===== src/rtl/loop_sched_if.sv =====
// Handshake bundle between the loop sequencer and the flight datapath stages.
// LOOP_SCHED_STATS_EN adds the last_cycle_len statistics signal.
interface loop_sched_if;
    logic       run_en;
    logic       init_start;
    logic       init_done;
    logic       read_start;
    logic       read_done;
    logic       pitch_start;
    logic       pitch_done;
    logic       roll_start;
    logic       roll_done;
    logic       filt_en;
    logic       err_en;
    logic       pid_en;
    logic       pwm_oe;
    logic       motor_kill;
    logic [7:0] overrun_cnt;
    logic [3:0] sched_state;
`ifdef LOOP_SCHED_STATS_EN
    logic [15:0] last_cycle_len;
`endif

    modport master (
        input  run_en, init_done, read_done, pitch_done, roll_done,
        output init_start, read_start, pitch_start, roll_start,
        output filt_en, err_en, pid_en, pwm_oe, motor_kill, overrun_cnt, sched_state
`ifdef LOOP_SCHED_STATS_EN
        , output last_cycle_len
`endif
    );

    modport slave (
        output run_en, init_done, read_done, pitch_done, roll_done,
        input  init_start, read_start, pitch_start, roll_start,
        input  filt_en, err_en, pid_en, pwm_oe, motor_kill, overrun_cnt, sched_state
`ifdef LOOP_SCHED_STATS_EN
        , input last_cycle_len
`endif
    );
endinterface


===== src/rtl/loop_sched.sv =====
// Control-loop sequencer: MPU init, then per tick read -> CORDICs -> filter -> PID -> PWM.
// Define LOOP_SCHED_STATS_EN to add last_cycle_len (read_start..pwm_oe cycle count).
module loop_sched #(
    parameter int unsigned TICK_DIV   = 50000,
    parameter int unsigned STAGE_TMO  = 40000,
    parameter int unsigned MAX_FAULTS = 3
) (
    input logic          clk,
    input logic          rst_n,
    loop_sched_if.master bus
);

    localparam int unsigned TickW = $clog2(TICK_DIV);
    localparam int unsigned TmoW  = $clog2(STAGE_TMO + 1);

    localparam int unsigned PInit  = 0;
    localparam int unsigned PRead  = 1;
    localparam int unsigned PPitch = 2;
    localparam int unsigned PRoll  = 3;
    localparam int unsigned PFilt  = 4;
    localparam int unsigned PErr   = 5;
    localparam int unsigned PPid   = 6;
    localparam int unsigned PPwm   = 7;

    typedef enum logic [3:0] {
        StIdle     = 4'd0,
        StInit     = 4'd1,
        StWaitTick = 4'd2,
        StRead     = 4'd3,
        StPitch    = 4'd4,
        StRoll     = 4'd5,
        StFilt     = 4'd6,
        StErr      = 4'd7,
        StPid      = 4'd8,
        StPwm      = 4'd9,
        StFault    = 4'd10
    } state_e;

    state_e           state_q, state_d;
    logic [TickW-1:0] tick_cnt_q;
    logic [TmoW-1:0]  tmr_q, tmr_d;
    logic [3:0]       fault_q, fault_d;
    logic [7:0]       overrun_q;
    logic [7:0]       pulse_q, pulse_d;
    logic             motor_kill_q;
    logic             tick, tmo, abort, waiting;

    assign tick    = (tick_cnt_q == TickW'(TICK_DIV - 1));
    assign tmo     = (tmr_q == TmoW'(STAGE_TMO - 1));
    assign waiting = (state_q == StInit) || (state_q == StRead) ||
                     (state_q == StPitch) || (state_q == StRoll);

    // Free-running loop tick; never gated by the FSM.
    always_ff @(posedge clk or negedge rst_n) begin
        if (!rst_n) begin
            tick_cnt_q <= '0;
        end else if (tick) begin
            tick_cnt_q <= '0;
        end else begin
            tick_cnt_q <= tick_cnt_q + TickW'(1);
        end
    end

    always_ff @(posedge clk or negedge rst_n) begin
        if (!rst_n) begin
            overrun_q <= '0;
        end else if (tick && (state_q != StWaitTick) && (overrun_q != 8'hFF)) begin
            overrun_q <= overrun_q + 8'd1;
        end
    end

    always_comb begin
        state_d = state_q;
        fault_d = fault_q;
        pulse_d = '0;
        abort   = 1'b0;
        unique case (state_q)
            StIdle: begin
                state_d        = StInit;
                pulse_d[PInit] = 1'b1;
            end
            StInit: begin
                if (bus.init_done) begin
                    state_d = StWaitTick;
                end else if (tmo) begin
                    state_d = StIdle;
                    abort   = 1'b1;
                end
            end
            StWaitTick: begin
                if (tick && bus.run_en) begin
                    state_d        = StRead;
                    pulse_d[PRead] = 1'b1;
                end
            end
            StRead: begin
                if (bus.read_done) begin
                    state_d         = StPitch;
                    pulse_d[PPitch] = 1'b1;
                end else if (tmo) begin
                    state_d = StWaitTick;
                    abort   = 1'b1;
                end
            end
            StPitch: begin
                if (bus.pitch_done) begin
                    state_d        = StRoll;
                    pulse_d[PRoll] = 1'b1;
                end else if (tmo) begin
                    state_d = StWaitTick;
                    abort   = 1'b1;
                end
            end
            StRoll: begin
                if (bus.roll_done) begin
                    state_d        = StFilt;
                    pulse_d[PFilt] = 1'b1;
                end else if (tmo) begin
                    state_d = StWaitTick;
                    abort   = 1'b1;
                end
            end
            StFilt: begin
                state_d       = StErr;
                pulse_d[PErr] = 1'b1;
            end
            StErr: begin
                state_d       = StPid;
                pulse_d[PPid] = 1'b1;
            end
            StPid: begin
                state_d       = StPwm;
                pulse_d[PPwm] = 1'b1;
            end
            StPwm: begin
                state_d = StWaitTick;
                fault_d = '0;
            end
            StFault: begin
                state_d = StFault;
            end
            default: begin
                state_d = StFault;
            end
        endcase
        // Aborts from any waiting state share the consecutive-failure counter.
        if (abort) begin
            fault_d = fault_q + 4'd1;
            if (fault_d >= 4'(MAX_FAULTS)) begin
                state_d = StFault;
            end
        end
    end

    // Stage timer restarts on every entry into a waiting state.
    assign tmr_d = (waiting && (state_d == state_q)) ? tmr_q + TmoW'(1) : '0;

    always_ff @(posedge clk or negedge rst_n) begin
        if (!rst_n) begin
            state_q      <= StIdle;
            tmr_q        <= '0;
            fault_q      <= '0;
            pulse_q      <= '0;
            motor_kill_q <= 1'b0;
        end else begin
            state_q      <= state_d;
            tmr_q        <= tmr_d;
            fault_q      <= fault_d;
            pulse_q      <= pulse_d;
            motor_kill_q <= (state_d == StFault);
        end
    end

    assign bus.init_start  = pulse_q[PInit];
    assign bus.read_start  = pulse_q[PRead];
    assign bus.pitch_start = pulse_q[PPitch];
    assign bus.roll_start  = pulse_q[PRoll];
    assign bus.filt_en     = pulse_q[PFilt];
    assign bus.err_en      = pulse_q[PErr];
    assign bus.pid_en      = pulse_q[PPid];
    assign bus.pwm_oe      = pulse_q[PPwm];
    assign bus.motor_kill  = motor_kill_q;
    assign bus.overrun_cnt = overrun_q;
    assign bus.sched_state = state_q;

`ifdef LOOP_SCHED_STATS_EN
    logic [15:0] cyc_q, cyc_d, len_q, len_d;

    // cyc_q holds the inclusive count since read_start as of the current cycle.
    always_comb begin
        cyc_d = cyc_q;
        len_d = len_q;
        if (pulse_d[PRead]) begin
            cyc_d = 16'd1;
        end else if (cyc_q != 16'hFFFF) begin
            cyc_d = cyc_q + 16'd1;
        end
        if (pulse_d[PPwm]) begin
            len_d = (cyc_q == 16'hFFFF) ? cyc_q : cyc_q + 16'd1;
        end
    end

    always_ff @(posedge clk or negedge rst_n) begin
        if (!rst_n) begin
            cyc_q <= '0;
            len_q <= '0;
        end else begin
            cyc_q <= cyc_d;
            len_q <= len_d;
        end
    end

    assign bus.last_cycle_len = len_q;
`endif

endmodule


===== src/flat_wrapper.sv =====
// flat-port wrapper written by rule: the top's interface ports become plain ports
module loop_sched_flat 
#(
    parameter int unsigned TICK_DIV   = 50000,
    parameter int unsigned STAGE_TMO  = 40000,
    parameter int unsigned MAX_FAULTS = 3
)
  (clk, rst_n, bus_run_en, bus_init_done, bus_read_done, bus_pitch_done, bus_roll_done, bus_init_start, bus_read_start, bus_pitch_start, bus_roll_start, bus_filt_en, bus_err_en, bus_pid_en, bus_pwm_oe, bus_motor_kill, bus_overrun_cnt, bus_sched_state);
  loop_sched_if bus_i ();
  input logic clk;
  input logic rst_n;
  input wire logic [$bits(bus_i.run_en)-1:0] bus_run_en;
  input wire logic [$bits(bus_i.init_done)-1:0] bus_init_done;
  input wire logic [$bits(bus_i.read_done)-1:0] bus_read_done;
  input wire logic [$bits(bus_i.pitch_done)-1:0] bus_pitch_done;
  input wire logic [$bits(bus_i.roll_done)-1:0] bus_roll_done;
  output wire logic [$bits(bus_i.init_start)-1:0] bus_init_start;
  output wire logic [$bits(bus_i.read_start)-1:0] bus_read_start;
  output wire logic [$bits(bus_i.pitch_start)-1:0] bus_pitch_start;
  output wire logic [$bits(bus_i.roll_start)-1:0] bus_roll_start;
  output wire logic [$bits(bus_i.filt_en)-1:0] bus_filt_en;
  output wire logic [$bits(bus_i.err_en)-1:0] bus_err_en;
  output wire logic [$bits(bus_i.pid_en)-1:0] bus_pid_en;
  output wire logic [$bits(bus_i.pwm_oe)-1:0] bus_pwm_oe;
  output wire logic [$bits(bus_i.motor_kill)-1:0] bus_motor_kill;
  output wire logic [$bits(bus_i.overrun_cnt)-1:0] bus_overrun_cnt;
  output wire logic [$bits(bus_i.sched_state)-1:0] bus_sched_state;
  assign bus_i.run_en = bus_run_en;
  assign bus_i.init_done = bus_init_done;
  assign bus_i.read_done = bus_read_done;
  assign bus_i.pitch_done = bus_pitch_done;
  assign bus_i.roll_done = bus_roll_done;
  assign bus_init_start = bus_i.init_start;
  assign bus_read_start = bus_i.read_start;
  assign bus_pitch_start = bus_i.pitch_start;
  assign bus_roll_start = bus_i.roll_start;
  assign bus_filt_en = bus_i.filt_en;
  assign bus_err_en = bus_i.err_en;
  assign bus_pid_en = bus_i.pid_en;
  assign bus_pwm_oe = bus_i.pwm_oe;
  assign bus_motor_kill = bus_i.motor_kill;
  assign bus_overrun_cnt = bus_i.overrun_cnt;
  assign bus_sched_state = bus_i.sched_state;
  loop_sched #(.TICK_DIV(TICK_DIV), .STAGE_TMO(STAGE_TMO), .MAX_FAULTS(MAX_FAULTS)) u_core (.clk(clk), .rst_n(rst_n), .bus(bus_i));
endmodule

===== config.mk =====
export PLATFORM = sky130hd
export DESIGN_NAME = loop_sched_flat
export DESIGN_NICKNAME = d
export VERILOG_FILES = /design/src/rtl/loop_sched_if.sv /design/src/rtl/loop_sched.sv /design/src/flat_wrapper.sv
export SDC_FILE = /design/constraint.sdc
export NUM_CORES = 1
export LEC_CHECK = 0
export ABC_AREA = 1
export CAP_MARGIN = 5
export CORE_AREA = 8 8 92 94
export CTS_CLUSTER_DIAMETER = 200
export DETAILED_ROUTE_END_ITERATION = 7
export DIE_AREA = 0 0 100 102
export DONT_BUFFER_PORTS = 1
export PLACE_DENSITY_LB_ADDON = 0.15
export SETUP_SLACK_MARGIN = 0.05
export SLEW_MARGIN = 20
export SYNTH_ARGS = -nofsm -noshare
export SYNTH_HDL_FRONTEND = slang
export SYNTH_SLANG_ARGS = --single-unit

===== constraint.sdc =====
create_clock -name clk -period 5 [get_ports clk]
set_input_delay 0.75 -clock clk [delete_from_list [all_inputs] [get_ports clk]]
set_output_delay 0.75 -clock clk [all_outputs]
set_load 0.005 [all_outputs]

==> impl_results.md <==
- Status: finished clean
- Critical Path RT: between 5000 and 6000 ps
- Worst EP arrival: ~2200 ps
- Number of hold buffers added after CTS: 0
- Num ports: 28
- YS warnings: 0
- Most frequent cells in the layout: nand2_1 (62), dfrtp_1 (57), inv_1 (48), nor2_1 (38), xor2_1 (21)
- Largest family of logic cells by synthesized area: simple AND/OR/NAND/NOR gates
- Avg Inst Size Synth: slightly below 9 um^2
- Adder-cell share of the synthesized area: 2.04%
- Layout cells sized above 1: ~16%
- Clock share of power: between 50% and 60%
- Mapped Cells: about 350
- RePlAce Congestion: just over 0.8
- Crit share post-route: ~40%
- Post-cts sizing count: 0
- Worst-Skew Late Latency: ~330 ps
- EDFF count, synth: 0
- First-pass GRT wire length: around 11 mm
- Hpwl dp: 4.39 mm
- DIE WIDTH: 100 um
- CTS tree: done
- P_sw: about 0.19 mW
- Simple-Gate Fraction of Synth Area: 31.1%
- Initial Utilization: 43.4%
- Hold Path Class: input port to asynchronous set/reset pin
- Initial antenna violation count: 0
- Register area: between 0.001 and 0.0015 mm^2
- Clock-pin slew on the worst setup and hold paths: approximately 70 ps
- Post-route ant nets: 0
- Area of the multi-input gates: around 0.0014 mm^2
- Share of the synthesized area in the top cell type: roughly 47%
- Starting DRC count in detailed routing: 87
- PortBufs: 0
- Via count of the first global-routing pass: between 2000 and 2500
- CP Max Fanout: 16
- CORE AREA: about 0.007 mm^2
- Slew of the pin with the lowest slew margin: 424 ps
- Slowest stage cell, crit path: dfrtp_1
- Asr flop ratio synth: between 90% and 100%
- Setup TNS: 0 ps
- TritonRoute pass-1 iters: 4
- ANT cells: 0
- # Post-CTS Setup Buffers: 0
- Internal power: 0.758 mW
- Filler cells: between 700 and 800
- Wirelength per Cell: 13.0 um
- Max-Cap Viols: 0
- CP Buf/Inv Count: 1
- GR Overflow Total: 0
- WS Path Type: flop to flop
- Comb power frac: less than 1%
- Reg power frac: ~49%
- Vias: 2193
- Final slew viol count: 0
- Final Skew: 7.79 ps
- Cell chain of the critical path: inv_2 > nor2_4 > nand3b_1 > nand4_1 > nand2_1 > a21oi_2 > nand4_4 > nor2_1
- Area Growth Syn to Fin: 9.85%
- Synth unique cells: 37
- Die height: about 100 um
- Number of synthesized register bits: 57
- Vias per inst: 4.75
- Syn nets: ~360
- Post-Syn Area: between 0.003 and 0.004 mm^2
- CTS Buf Count: 9
- CTS H-tree lvls: 3
- RSZ-0062 raised after global routing: false
- Register area share after synthesis: 46.6%
- Crit end category: flop
- Root Buffer: clkbuf_8
- CP peak stage delay: 610 ps
- FMAX: 502 MHz
- Final wirelength: around 6.0 mm
- Top cell type by total area after synthesis: dfrtp_1
- Power density over the cells: roughly 280 mW/mm^2
- # DRC: 0
- Die area: just over 0.01 mm^2
- CTS sink cnt: 57
- Top delay family on crit path: simple AND/OR/NAND/NOR gates
- Site Rows: 31
- Synth area leaders: dfrtp_1 (47%), nand2_1 (7.6%), xor2_1 (6.0%)
- Worst setup margin: ~3000 ps
- Tot GR Track Use: around an eighth
- Ys flop type: dfrtp_1
- Xor and xnor area share after synthesis: between 7 and 8%
- Sw frac: 20.3%
- Startpoint Class: flop
- Multiplexer share of the synthesized area: less than 1%
- Net total in the final layout: 370
- Fin. Hold Viols: 0
- Commonest non-fill, non-tap cell in the layout: nand2_1
- Pleak: 1.63 nW
- Worst-case clock buffer depth: 2
- Worst slew margin: between 70% and 80%
- Pin count of the biggest net entering global routing: 58
- Synth Area in Compound Gates: between 3 and 4%
- Final-report setup violation count: 0
- Pre-CTS setup slack: 2980 ps
- Peak VDD IR: ~0.15 mV
- Tmin final: ~2000 ps
[cell usage after synthesis (all sizes together) (3+ instances only)]
| master | n |
|---|---|
| dfrtp | 57 |
| nor3 | 11 |
| buf | 4 |
| nand3b | 4 |
| nand3 | 25 |
| nor2 | 57 |
| a21oi | 7 |
| xnor2 | 6 |
| nand2 | 67 |
| nor4 | 3 |
| xor2 | 21 |
| o21ai | 11 |
| ha | 5 |
| nand4 | 11 |
| inv | 52 |
[power groups by stage]
stage | clock, mW | sequential (mW) | combinational [mW]
3_3_place_gp | 0 | 0.470 | 0.00100
6_report | 0.489 | 0.461 | 0.00100
4_1_cts | 0.509 | 0.461 | 0.00100
5_1_grt | 0.525 | 0.461 | 0.00103
2_1_floorplan | 0 | 0.470 | 0.000972
3_5_place_dp | 0 | 0.470 | 0.000998
[kinds of logic after synthesis]
logic type,count (synthesis)
compound gates,21
mux,1
fa+ha+maj,5
simple gates,182
xor+xnor,27
buf+inv,58
flops,57
[sequential cells by signal (all words and copies together), names as in the netlist]
name                    flops
u_core.bus.motor_kill       1
u_core.bus.overrun_cnt      8
u_core.bus.sched_state      4
u_core.fault_q              4
u_core.pulse_q              8
u_core.tick_cnt_q          16
u_core.tmr_q               16
[routing by layer]
| metal | vias up | global-route usage, % | part of all wire, % | wire length (um) |
|---|---|---|---|---|
| li1 | 1126 | - | - | - |
| met3 | 6 | 5.38 | 5.7 | 344 |
| met4 | 0 | 5.93 | 1.4 | 82 |
| met5 | - | 0 | 0 | 0 |
| met1 | 1030 | 15.2 | 46 | 2770 |
| met2 | 31 | 21.3 | 47 | 2820 |
[worst paths after layout]
kind | start | to | depth (start not counted) | slack (ps)
setup / recovery | u_core.bus.sched_state[2] | u_core.tmr_q[3] | 8 | 3010
hold / removal | rst_n | u_core.bus.overrun_cnt[3] | 0 | 100
setup reg to reg | u_core.bus.sched_state[2] | u_core.tmr_q[3] | 8 | 3010
hold reg to reg | u_core.tmr_q[0] | u_core.tmr_q[0] | 1 | 460
max in group asynchronous | rst_n | u_core.bus.sched_state[3] | 0 | 4790
min in group clk | u_core.tmr_q[0] | u_core.tmr_q[0] | 1 | 460
[area by class of cell]
| cell class | instances | share of cell area (%) |
|---|---|---|
| Multi-Input combinational cell | 236 | 41.1 |
| Clock buffer | 10 | 4.09 |
| Tap cell | 99 | 3.68 |
| Clock inverter | 6 | 2.68 |
| Inverter | 54 | 6.03 |
| Sequential cell | 57 | 42.4 |
[worst reg2reg max path, cell delays in order (launching register included)]
cell and delay, ps:
dfrtp_1 610, inv_2 100, nor2_4 180, nand3b_1 130
nand4_1 110, nand2_1 90, a21oi_2 180, nand4_4 330
nor2_1 190
[per-stage QoR]
step	hold WS (ps)	instances	instance area, um^2	util (%)	power, mW
after floorplan	431	351	3060	-	0.471
after global placement	445	446	3130	44.4	0.471
after detailed placement	457	446	3130	44.4	0.471
after CTS	72.9	462	3360	47.6	0.971
after global routing	68.9	462	3360	47.6	0.987
final	103	462	3360	47.6	0.951
Note: power is estimated with default switching activity, not from simulation.
